$ cat config.mk
export PLATFORM = sky130hd
export DESIGN_NAME = split_cmp
export DESIGN_NICKNAME = d
export VERILOG_FILES = /design/src/rtl/split_pkg.sv /design/src/rtl/split_cmp.sv
export SDC_FILE = /design/constraint.sdc
export NUM_CORES = 1
export LEC_CHECK = 0
export ABC_AREA = 0
export BUFFER_PORTS_ARGS = -buffer_cell sky130_fd_sc_hd__buf_2
export CAP_MARGIN = 10
export CORE_MARGIN = 3
export CORE_UTILIZATION = 48
export DETAILED_ROUTE_END_ITERATION = 16
export GPL_ROUTABILITY_DRIVEN = 0
export GPL_TIMING_DRIVEN = 0
export PLACE_DENSITY = 0.9
export SLEW_MARGIN = 10
export SYNTH_ARGS = -nofsm -noshare
export SYNTH_HDL_FRONTEND = slang
export SYNTH_SLANG_ARGS = --single-unit
$ cat constraint.sdc
create_clock -name vclk -period 2.55
set_input_delay 0.1275 -clock vclk [all_inputs]
set_output_delay 0.1275 -clock vclk [all_outputs]
set_load 0.05 [all_outputs]
$ cat src/rtl/split_pkg.sv
// Shared definitions for the split constraint checker family.
//   split_mode_e    : run-time constraint selector (TRUE, SUM_LE, SUM_EQ, MAX_LE)
//   split_state_e   : frame FSM states (IDLE, ACCUM, DONE)
//   split_sum_width : width of a sum of num_vars values of var_w bits that
//                     can never overflow
package split_pkg;

    typedef enum logic [1:0] {
        SPLIT_TRUE   = 2'd0,
        SPLIT_SUM_LE = 2'd1,
        SPLIT_SUM_EQ = 2'd2,
        SPLIT_MAX_LE = 2'd3
    } split_mode_e;

    typedef enum logic [1:0] {
        ST_IDLE  = 2'd0,
        ST_ACCUM = 2'd1,
        ST_DONE  = 2'd2
    } split_state_e;

    function automatic int split_sum_width(input int num_vars, input int var_w);
        return var_w + $clog2(num_vars);
    endfunction

endpackage

$ cat src/rtl/split_cmp.sv
// Combinational constraint evaluation shared by split checker variants.
// Ports:
//   mode_i  : constraint mode
//   sum_i   : accumulated sum of the frame
//   max_i   : largest value of the frame
//   bound_i : bound for the SUM_LE / SUM_EQ / MAX_LE modes
//   sat_o   : constraint satisfied (all comparisons unsigned)
module split_cmp
    import split_pkg::*;
#(
    parameter int VAR_W = 16,
    parameter int SUM_W = 24
) (
    input  split_mode_e      mode_i,
    input  logic [SUM_W-1:0] sum_i,
    input  logic [VAR_W-1:0] max_i,
    input  logic [SUM_W-1:0] bound_i,
    output logic             sat_o
);

    always_comb begin
        sat_o = 1'b1;
        case (mode_i)
            SPLIT_TRUE:   sat_o = 1'b1;
            SPLIT_SUM_LE: sat_o = (sum_i <= bound_i);
            SPLIT_SUM_EQ: sat_o = (sum_i == bound_i);
            // Max is zero-extended so the bound keeps its full range.
            SPLIT_MAX_LE: sat_o = (SUM_W'(max_i) <= bound_i);
            default:      sat_o = 1'b0;
        endcase
    end

endmodule

==> results of run 1 <==
==> power by group through the flow <==
stage	logic, mW	registers [mW]	clock network, mW
after CTS	0.208	0	0
final	0.206	0	0
after detailed placement	0.206	0	0
after floorplan	0.123	0	0
after global routing	0.236	0	0
after global placement	0.194	0	0
==> per-stage QoR <==
step / power (mW) / worst slack [ns] / hold slack [ns] / area, um2 / std cells
after floorplan: 0.123 / 0.473 / 0.652 / 1000 / 128
after global placement: 0.194 / 0.683 / 0.766 / 1370 / 220
after detailed placement: 0.206 / 0.616 / 0.794 / 1370 / 220
after CTS: 0.208 / 0.606 / 0.795 / 1370 / 220
after global routing: 0.236 / 0.509 / 0.808 / 1370 / 220
final: 0.206 / 0.589 / 0.796 / 1370 / 220
==> worst max-delay path by stage <==
stage	startpoint	endpoint	slack (ns)
5_1_grt	bound_i[22]	sat_o	0.51
3_5_place_dp	bound_i[1]	sat_o	0.62
3_3_place_gp	bound_i[1]	sat_o	0.68
4_1_cts	bound_i[1]	sat_o	0.61
2_1_floorplan	bound_i[1]	sat_o	0.47
6_report	bound_i[1]	sat_o	0.59
==> per-layer routing <==
layer	track usage [%]	vias up
li1	-	612
met1	24.6	484
met2	36.2	43
met3	0.573	0
met4	0.873	0
met5	0	-
==> logic make-up (layout without fill, tap and decap cells) <==
| logic type | after synthesis | count (layout) | share of synthesized area, % |
|---|---|---|---|
| compound gates | 34 | 34 | 22.5 |
| xor+xnor | 1 | 1 | 0.875 |
| fa+ha+maj | 40 | 40 | 50.0 |
| buf+inv | 25 | 92 | 9.38 |
| simple gates | 28 | 28 | 17.2 |
==> cells in the mapped netlist <==
library cell	n
o31ai_1	1
nand4_2	1
o211ai_2	1
a2111oi_2	1
a21boi_1	1
a21oi_1	15
a21o_1	6
o211ai_1	1
xnor2_1	1
and4_1	1
ha_1	40
a21boi_0	1
nand4_1	8
o311ai_1	1
nand3_1	5
a211oi_1	2
o21ai_0	1
o21ai_1	1
nor2b_1	2
nand2_1	4
nor4_1	2
nor2_1	4
inv_1	25
a22oi_1	1
nor4_4	1
a31oi_1	1
==> critical path: stages <==
cell	delay, ns
buf_2	0.07
inv_1	0.05
ha_1	0.29
nor2b_1	0.14
o211ai_1	0.16
a21oi_1	0.10
a211oi_1	0.29
o31ai_1	0.12
a22oi_1	0.18
buf_2	0.30
==> final cells by class <==
| class | instances | area [um2] | share of cell area, % |
|---|---|---|---|
| multi-input combinational | 103 | 907 | 66.3 |
| tap | 25 | 31.3 | 2.29 |
| inverter | 25 | 93.8 | 6.86 |
| timing repair buffer | 67 | 335 | 24.5 |
==> out/metrics.cfg, run 1 <==
[final_layout]
regArea_um2 = 0
design.seq.count = 0
fillCellCount = 159
clockBufferCount = 0
synthToLayoutAreaGrowth_pct = 36.6
final_common_cell = buf_2
final_cell_mix = buf_2, ha_1, inv_1
diodes = 0
drive_above_1_share_pct = 36.4
post-route-util_pct = 74.4
fin_nets = 303

[hold_path]
hp-start = mode_i[1]
min_delay_path_depth = 5
min_path_type = in -> out
min_to = sat_o

[global_route]
grt_pass1_vias = 1090
antenna_found_initial = 0
grt_max_degree = 4
grt_usage_pct = 19.0
grt_pass1_wl_mm = 4.11
grt_overflow = 0

[power_and_ir_drop]
p_int_mw = 0.102
p_sw_mw = 0.104
power.leakage_nw = 0.851
clkPwrFrac_pct = 0
seqPwrFrac_pct = 0
combinationalPowerShare_pct = 100.0
ir_worst_vdd_mv = 0.0841
p_per_area_nw_per_um2 = 151
swShare_pct = 50.5

[sta]
finalSetupViolCount = 0
min_period_over_period_pct = 76.9
grt_setup_unrepaired = no
slew-limit-headroom_pct = 81.4
slew_violations = 0
period_minus_slack_ns = 1.96
fin_tns_setup_ns = 0
hold_viol = 0
fmax_ghz = 0.510
worst_pin_slew_ns = 0.278

[setup_path]
path_class = in -> out
worst-path-max-fanout = 2
cp-start-kind = input port
cp.arrival_ns = 1.83
critPathRequiredTime_ns = 2.42
crit_path_end_kind = output port

[detailed_routing]
drc = 0
routed.top_layer = met3
met2WireLength_mm = 1.30
route.antenna.remaining_nets = 0
wl_met1_mm = 1.05
dr_wl_met3_um = 174
drtIter0Drc = 14
dr.pass1.iters = 4
detail_route.wl_per_cell_um = 11.5
dr_total_vias = 1139
wirelength_mm = 2.53
viasPerCell = 5.18

[floorplan]
die_w_um = 51.7
die-area_um2 = 2670
initial_utilization_pct = 54.4
ios = 67
die_h_um = 51.7
coreArea_um2 = 1840
rows = 15

[run]
maxCapViolCount = 0

[placement]
dp_hpwl_mm = 2.44
io_buffers = 67

[cts]
cts_post_setup_buffers_inserted = 0
cts_resized = 0
cts_hold_buf = 0

[synth]
ys_warn_count = 0
avgSynthCellArea_um2 = 7.82
synth_fp_nets = 234
syn-cell-area_um2 = 1000
synthTopCellsByArea = ha_1, inv_1, a21oi_1
yosysTopAreaCell = ha_1
syn-instance-count = 128
ys_types = 26
yosysTopAreaCellShare_pct = 50.0
ys_seq_area_share_pct = 0

[outcome]
outcome = complete, no violations

Power figures use the tool's default switching activity.
==> run 2: changes to the inputs <==
ABC_AREA = 1   (was 0)
CORE_UTILIZATION = 47   (was 48)
PLACE_DENSITY = 0.86   (was 0.9)
clock period = 2 ns   (was 2.55 ns; I/O delays follow)
==> out/metrics.cfg, run 2 <==
[setup_path]
cp.arrival_ns = 1.54  ; -0.29 ns
crit_path_end_kind = output port
crit_slowest_cell = ha_1
path_class = in -> out
crit_path_max_incr_delay_ns = 0.30  ; about the same
critPathRequiredTime_ns = 1.90  ; -0.52 ns
cp-start-kind = input port
worstPathCellList = buf_2 > inv_1 > ha_1 > nand2_1 > nor2_1 > and2_1 > nand3_1 > nand2_1 > inv_1 > nand2_1 > nand2_1 > a21oi_2 > buf_2
cpMostUsedCell = nand2_1
worst-path-max-fanout = 2  ; unchanged

[synth]
ys_types = 14  ; -46%
synth_simple_gate_area_share_pct = 32.6  ; +15 points
synth_compound_area_share_pct = 9.80  ; -13 points
yosysTopAreaCellShare_pct = 44.5  ; -5.5 points
synth_top_family_by_area = adder cells
ys_seq_area_share_pct = 0  ; unchanged
yosysTopAreaCell = ha_1
syn-cell-area_um2 = 1120  ; +12%
avgSynthCellArea_um2 = 5.98  ; -24%
yosys.area_share.adder_pct = 44.5  ; -5.5 points
synth.area.mux_share_pct = 0  ; unchanged
synthXorXnorAreaFrac_pct = 0  ; -0.87 points
syn-instance-count = 188  ; +47%
synth_most_common_cell = nand2_1
ys_warn_count = 0  ; unchanged
synthTopCellsByArea = ha_1, nand2_1, inv_1
synth_fp_nets = 294  ; +26%
synth.top_cells.by_count = nand2_1, ha_1, inv_1

[floorplan]
initial_utilization_pct = 50.3  ; -4.1 points
die_h_um = 54.9  ; +6.3%
die_w_um = 54.9  ; +6.3%
ios = 67  ; unchanged
coreArea_um2 = 2230  ; +21%
die-area_um2 = 3010  ; +13%
rows = 17  ; +2

[placement]
dp_hpwl_mm = 2.45  ; +0.58%
io_buffers = 67  ; unchanged
place_ws_ns = 0.329  ; -0.287 ns

[power_and_ir_drop]
power.leakage_nw = 1.02  ; +20%
ir_worst_vdd_mv = 0.104  ; +24%
p_per_area_nw_per_um2 = 177  ; +17%

[sta]
finalSetupViolCount = 0  ; unchanged
min_period_over_period_pct = 82.2
slew_violations = 0  ; unchanged
fmax_ghz = 0.608
fin_tns_setup_ns = 0  ; unchanged
whs_ns = 0.545  ; -0.250 ns
period_minus_slack_ns = 1.64
hold_viol = 0  ; unchanged
grt_setup_unrepaired = no
slew-limit-headroom_pct = 83.1  ; +1.7 points
worst_pin_slew_ns = 0.256  ; -0.0224 ns
setup_ws_ns = 0.356  ; -0.232 ns

[detailed_routing]
drc = 0  ; unchanged
dr.pass1.iters = 4  ; unchanged
detail_route.wl_per_cell_um = 8.82  ; -23%
wirelength_mm = 2.50  ; -1.4%
drtIter0Drc = 5  ; -9
dr_total_vias = 1296  ; +14%
route.antenna.remaining_nets = 0  ; unchanged
viasPerCell = 4.58  ; -12%

[cts]
cts_resized = 0  ; unchanged
cts_hold_buf = 0  ; unchanged
cts_post_setup_buffers_inserted = 0  ; unchanged

[global_route]
grt_max_degree = 4  ; unchanged
grt_usage_pct = 16.9  ; -2.1 points
grt_util_met3_pct = 0.804  ; +0.23 points
top_usage_layer = met2
grt_pass1_wl_mm = 4.00  ; -2.8%
use_met2_pct = 36.2  ; about the same
grt_use_met1_pct = 18.9  ; -5.7 points
grt_pass1_vias = 1145  ; +5.0%
grt_overflow = 0  ; unchanged
antenna_found_initial = 0  ; unchanged

[final_layout]
clockBufferCount = 0  ; unchanged
fin_nets = 363  ; +20%
final_common_cell = buf_2
drive_above_1_share_pct = 28.2  ; -8.2 points
design.seq.count = 0  ; unchanged
regArea_um2 = 0  ; unchanged
final_cell_mix = buf_2, nand2_1, ha_1
diodes = 0  ; unchanged
synthToLayoutAreaGrowth_pct = 33.0

[outcome]
outcome = complete, no violations

[hold_path]
min_path_type = in -> out
min_delay_path_depth = 3  ; -2

[run]
maxCapViolCount = 0  ; unchanged

## run 2: area by class of cell
class | instances | area [um2]
Inverter | 39 | 146
Timing Repair Buffer | 67 | 335
Tap cell | 28 | 35.0
Multi-Input combinational cell | 149 | 977
Fill cell | 245 | 739
## run 2: critical path, delay by kind of cell
family / cells / cell delay [ns]
simple gates: 7 / 0.62
buf+inv: 4 / 0.42
fa+ha+maj: 1 / 0.30
compound gates: 1 / 0.10
## run 2: logic make-up (layout without fill, tap and decap cells)
group / Yosys count / count (layout)
AND/OR/NAND/NOR: 90 / 90
AO/OA/AOI/OAI: 19 / 19
adder cells (fa/ha/maj): 40 / 40
buffers and inverters: 39 / 106
## run 2: power breakdown
part	internal [mW]	leakage (nW)	total [mW]	switching, mW
Clock	0	0	0	0
Sequential	0	0	0	0
Combinational	0.129	1.02	0.264	0.135
Total	0.129	1.02	0.264	0.135
## run 2: metrics by stage
stage	power (mW)	util, %	instances	cell area [um2]
global placement	0.258	66.9	283	1490
detailed placement	0.268	66.9	283	1490
finish	0.264	66.9	283	1490
floorplan	0.164	-	188	1120
CTS	0.270	66.9	283	1490
global route	0.315	66.9	283	1490
## run 2: per-layer routing
layer / vias to the layer above / share of wire [%]
li1: 727 / -
met1: 531 / 39
met2: 38 / 54
met3: 0 / 7.2
met4: 0 / 0
met5: - / 0
## run 2: final timing paths
| check | start | endpoint |
|---|---|---|
| worst max-delay path | bound_i[15] | sat_o |
| worst min-delay path | mode_i[1] | sat_o |
==> run 3: changes to the inputs <==
CORE_UTILIZATION = 42   (was 47)
PLACE_DENSITY = 0.81   (was 0.86)
clock period = 1.5 ns   (was 2 ns; I/O delays follow)
==> out/metrics.cfg, run 3 (synthesis gave the netlist of run 2 again) <==
[outcome]
outcome = finished, violations left
violations = negative setup slack

[final_layout]
regArea_um2 = 0  ; unchanged
design.seq.count = 0  ; unchanged
drive_above_1_share_pct = 52.3  ; +24 points
fin_nets = 366  ; +0.83%
final_cell_mix = buf_2, nand2_1, inv_1, ha_4, ha_1
synthToLayoutAreaGrowth_pct = 71.8
multi_input_comb_area_um2 = 1330  ; +36%
clockBufferCount = 0  ; unchanged
fillCellCount = 194  ; -21%
final_common_cell = buf_2
diodes = 0  ; unchanged

[setup_path]
crit_path_max_incr_delay_ns = 0.20  ; -0.10 ns
worstPathCellList = buf_2 > inv_2 > ha_4 > nand2_1 > nor2_2 > and2_4 > and2_1 > nand2_1 > nand2_1 > nand2_1 > nand2_2 > a21oi_4 > buf_6
critPathRequiredTime_ns = 1.42  ; -0.48 ns
crit_buf_inv = 3  ; -1
cp-start-kind = input port
cp.arrival_ns = 1.45  ; -0.09 ns
cpMostUsedCell = nand2_1
worst-path-max-fanout = 2  ; unchanged
crit_path_end_kind = output port
crit_family = simple AND/OR/NAND/NOR gates
path_class = in -> out
crit_slowest_cell = ha_4

[detailed_routing]
detail_route.wl_per_cell_um = 11.8  ; +34%
drtIter0Drc = 14  ; +9
route.antenna.remaining_nets = 0  ; unchanged
dr_total_vias = 1396  ; +7.7%
viasPerCell = 4.85  ; +5.8%
drc = 0  ; unchanged
wirelength_mm = 3.40  ; +36%
dr.pass1.iters = 4  ; unchanged

[power_and_ir_drop]
total_power_mw = 0.526  ; +99%
p_int_mw = 0.265  ; +110%
combinationalPowerShare_pct = 100.0  ; about the same
p_sw_mw = 0.261  ; +93%
seqPwrFrac_pct = 0  ; unchanged
clkPwrFrac_pct = 0  ; unchanged
ir_worst_vdd_mv = 0.177  ; +70%
power.leakage_nw = 1.05  ; +3.1%
p_per_area_nw_per_um2 = 272  ; +54%
swShare_pct = 49.7  ; -1.6 points

[global_route]
grt_usage_pct = 14.2  ; -2.7 points
grt_overflow = 0  ; unchanged
antenna_found_initial = 0  ; unchanged
grt_max_degree = 4  ; unchanged
grt_pass1_wl_mm = 4.05  ; +1.4%
grt_pass1_vias = 1125  ; -1.7%

[sta]
fmax_ghz = 0.655
slew_violations = 0  ; unchanged
whs_ns = 0.457  ; -0.0884 ns
fin_tns_setup_ns = -0.0273  ; -0.0273 ns
min_period_over_period_pct = 102
hold_viol = 0  ; unchanged
finalSetupViolCount = 1  ; +1
setup_ws_ns = -0.0273  ; -0.383 ns
grt_setup_unrepaired = yes
slew-limit-headroom_pct = 87.7  ; +4.6 points
period_minus_slack_ns = 1.53
worst_pin_slew_ns = 0.184  ; -0.0715 ns

[floorplan]
die_h_um = 57.7  ; +5.1%
rows = 18  ; +1
ios = 67  ; unchanged
initial_utilization_pct = 44.9  ; -5.4 points
coreArea_um2 = 2500  ; +12%
die_w_um = 57.7  ; +5.1%
die-area_um2 = 3330  ; +11%

[hold_path]
min_delay_path_depth = 3  ; unchanged
min_path_type = in -> out
hp-start = mode_i[1]
min_to = sat_o

[placement]
io_buffers = 67  ; unchanged
dp_hpwl_mm = 2.38  ; -3.1%

[run]
maxCapViolCount = 0  ; unchanged

run 3: changes by cell type in the layout (fill, tap and decap cells not counted), sizes merged:
cell	before	now
buf	67	70
run 3: repair_timing:
item                                    CTS  global route
pin swaps                                 6            26
setup buffers                             0             3
resized for setup                        10            67
hold buffers                              0             0
hold endpoints to repair                  0             0
endpoints found under the setup margin    1             1
run 3: tightest hold or removal path: stages:
cell     delay [ns]
buf_2          0.11
a21oi_4        0.05
buf_6          0.14
run 3: worst max path at each step:
stage	slack [ns]	startpoint	endpoint	cells after the start
2_1_floorplan	0.12	bound_i[15]	sat_o	11
3_3_place_gp	-0.09	bound_i[15]	sat_o	11
3_5_place_dp	-0.12	bound_i[15]	sat_o	11
4_1_cts	0.0009	bound_i[15]	sat_o	12
5_1_grt	-0.11	bound_i[9]	sat_o	13
6_report	-0.03	bound_i[9]	sat_o	13
run 3: final cells by class:
| cell class | instances | share of cell area, % |
|---|---|---|
| Tap cell | 30 | 1.94 |
| Multi-Input combinational cell | 149 | 68.6 |
| Timing Repair Buffer | 70 | 21.5 |
| Inverter | 39 | 7.97 |
run 3: power by group through the flow:
stage | combinational [mW] | sequential (mW) | clock [mW]
2_1_floorplan | 0.221 | 0 | 0
3_3_place_gp | 0.346 | 0 | 0
3_5_place_dp | 0.358 | 0 | 0
4_1_cts | 0.375 | 0 | 0
5_1_grt | 0.598 | 0 | 0
6_report | 0.526 | 0 | 0
run 3: routing by layer:
metal | wire (um) | vias to the layer above | track usage (%)
met1 | 1270 | 610 | 17.1
met2 | 1910 | 43 | 28.9
met3 | 172 | 6 | 0.891
met4 | 56 | 0 | 0
li1 | - | 737 | -
met5 | 0 | - | 0
run 3: stage by stage:
| step | util [%] | instance area, um2 | std cells | worst slack [ns] |
|---|---|---|---|---|
| 2_1_floorplan | - | 1130 | 188 | 0.116 |
| 3_3_place_gp | 60.2 | 1500 | 285 | -0.0934 |
| 3_5_place_dp | 60.2 | 1500 | 285 | -0.124 |
| 4_1_cts | 62.0 | 1550 | 285 | 0.000859 |
| 5_1_grt | 77.2 | 1930 | 288 | -0.112 |
| 6_report | 77.2 | 1930 | 288 | -0.0273 |
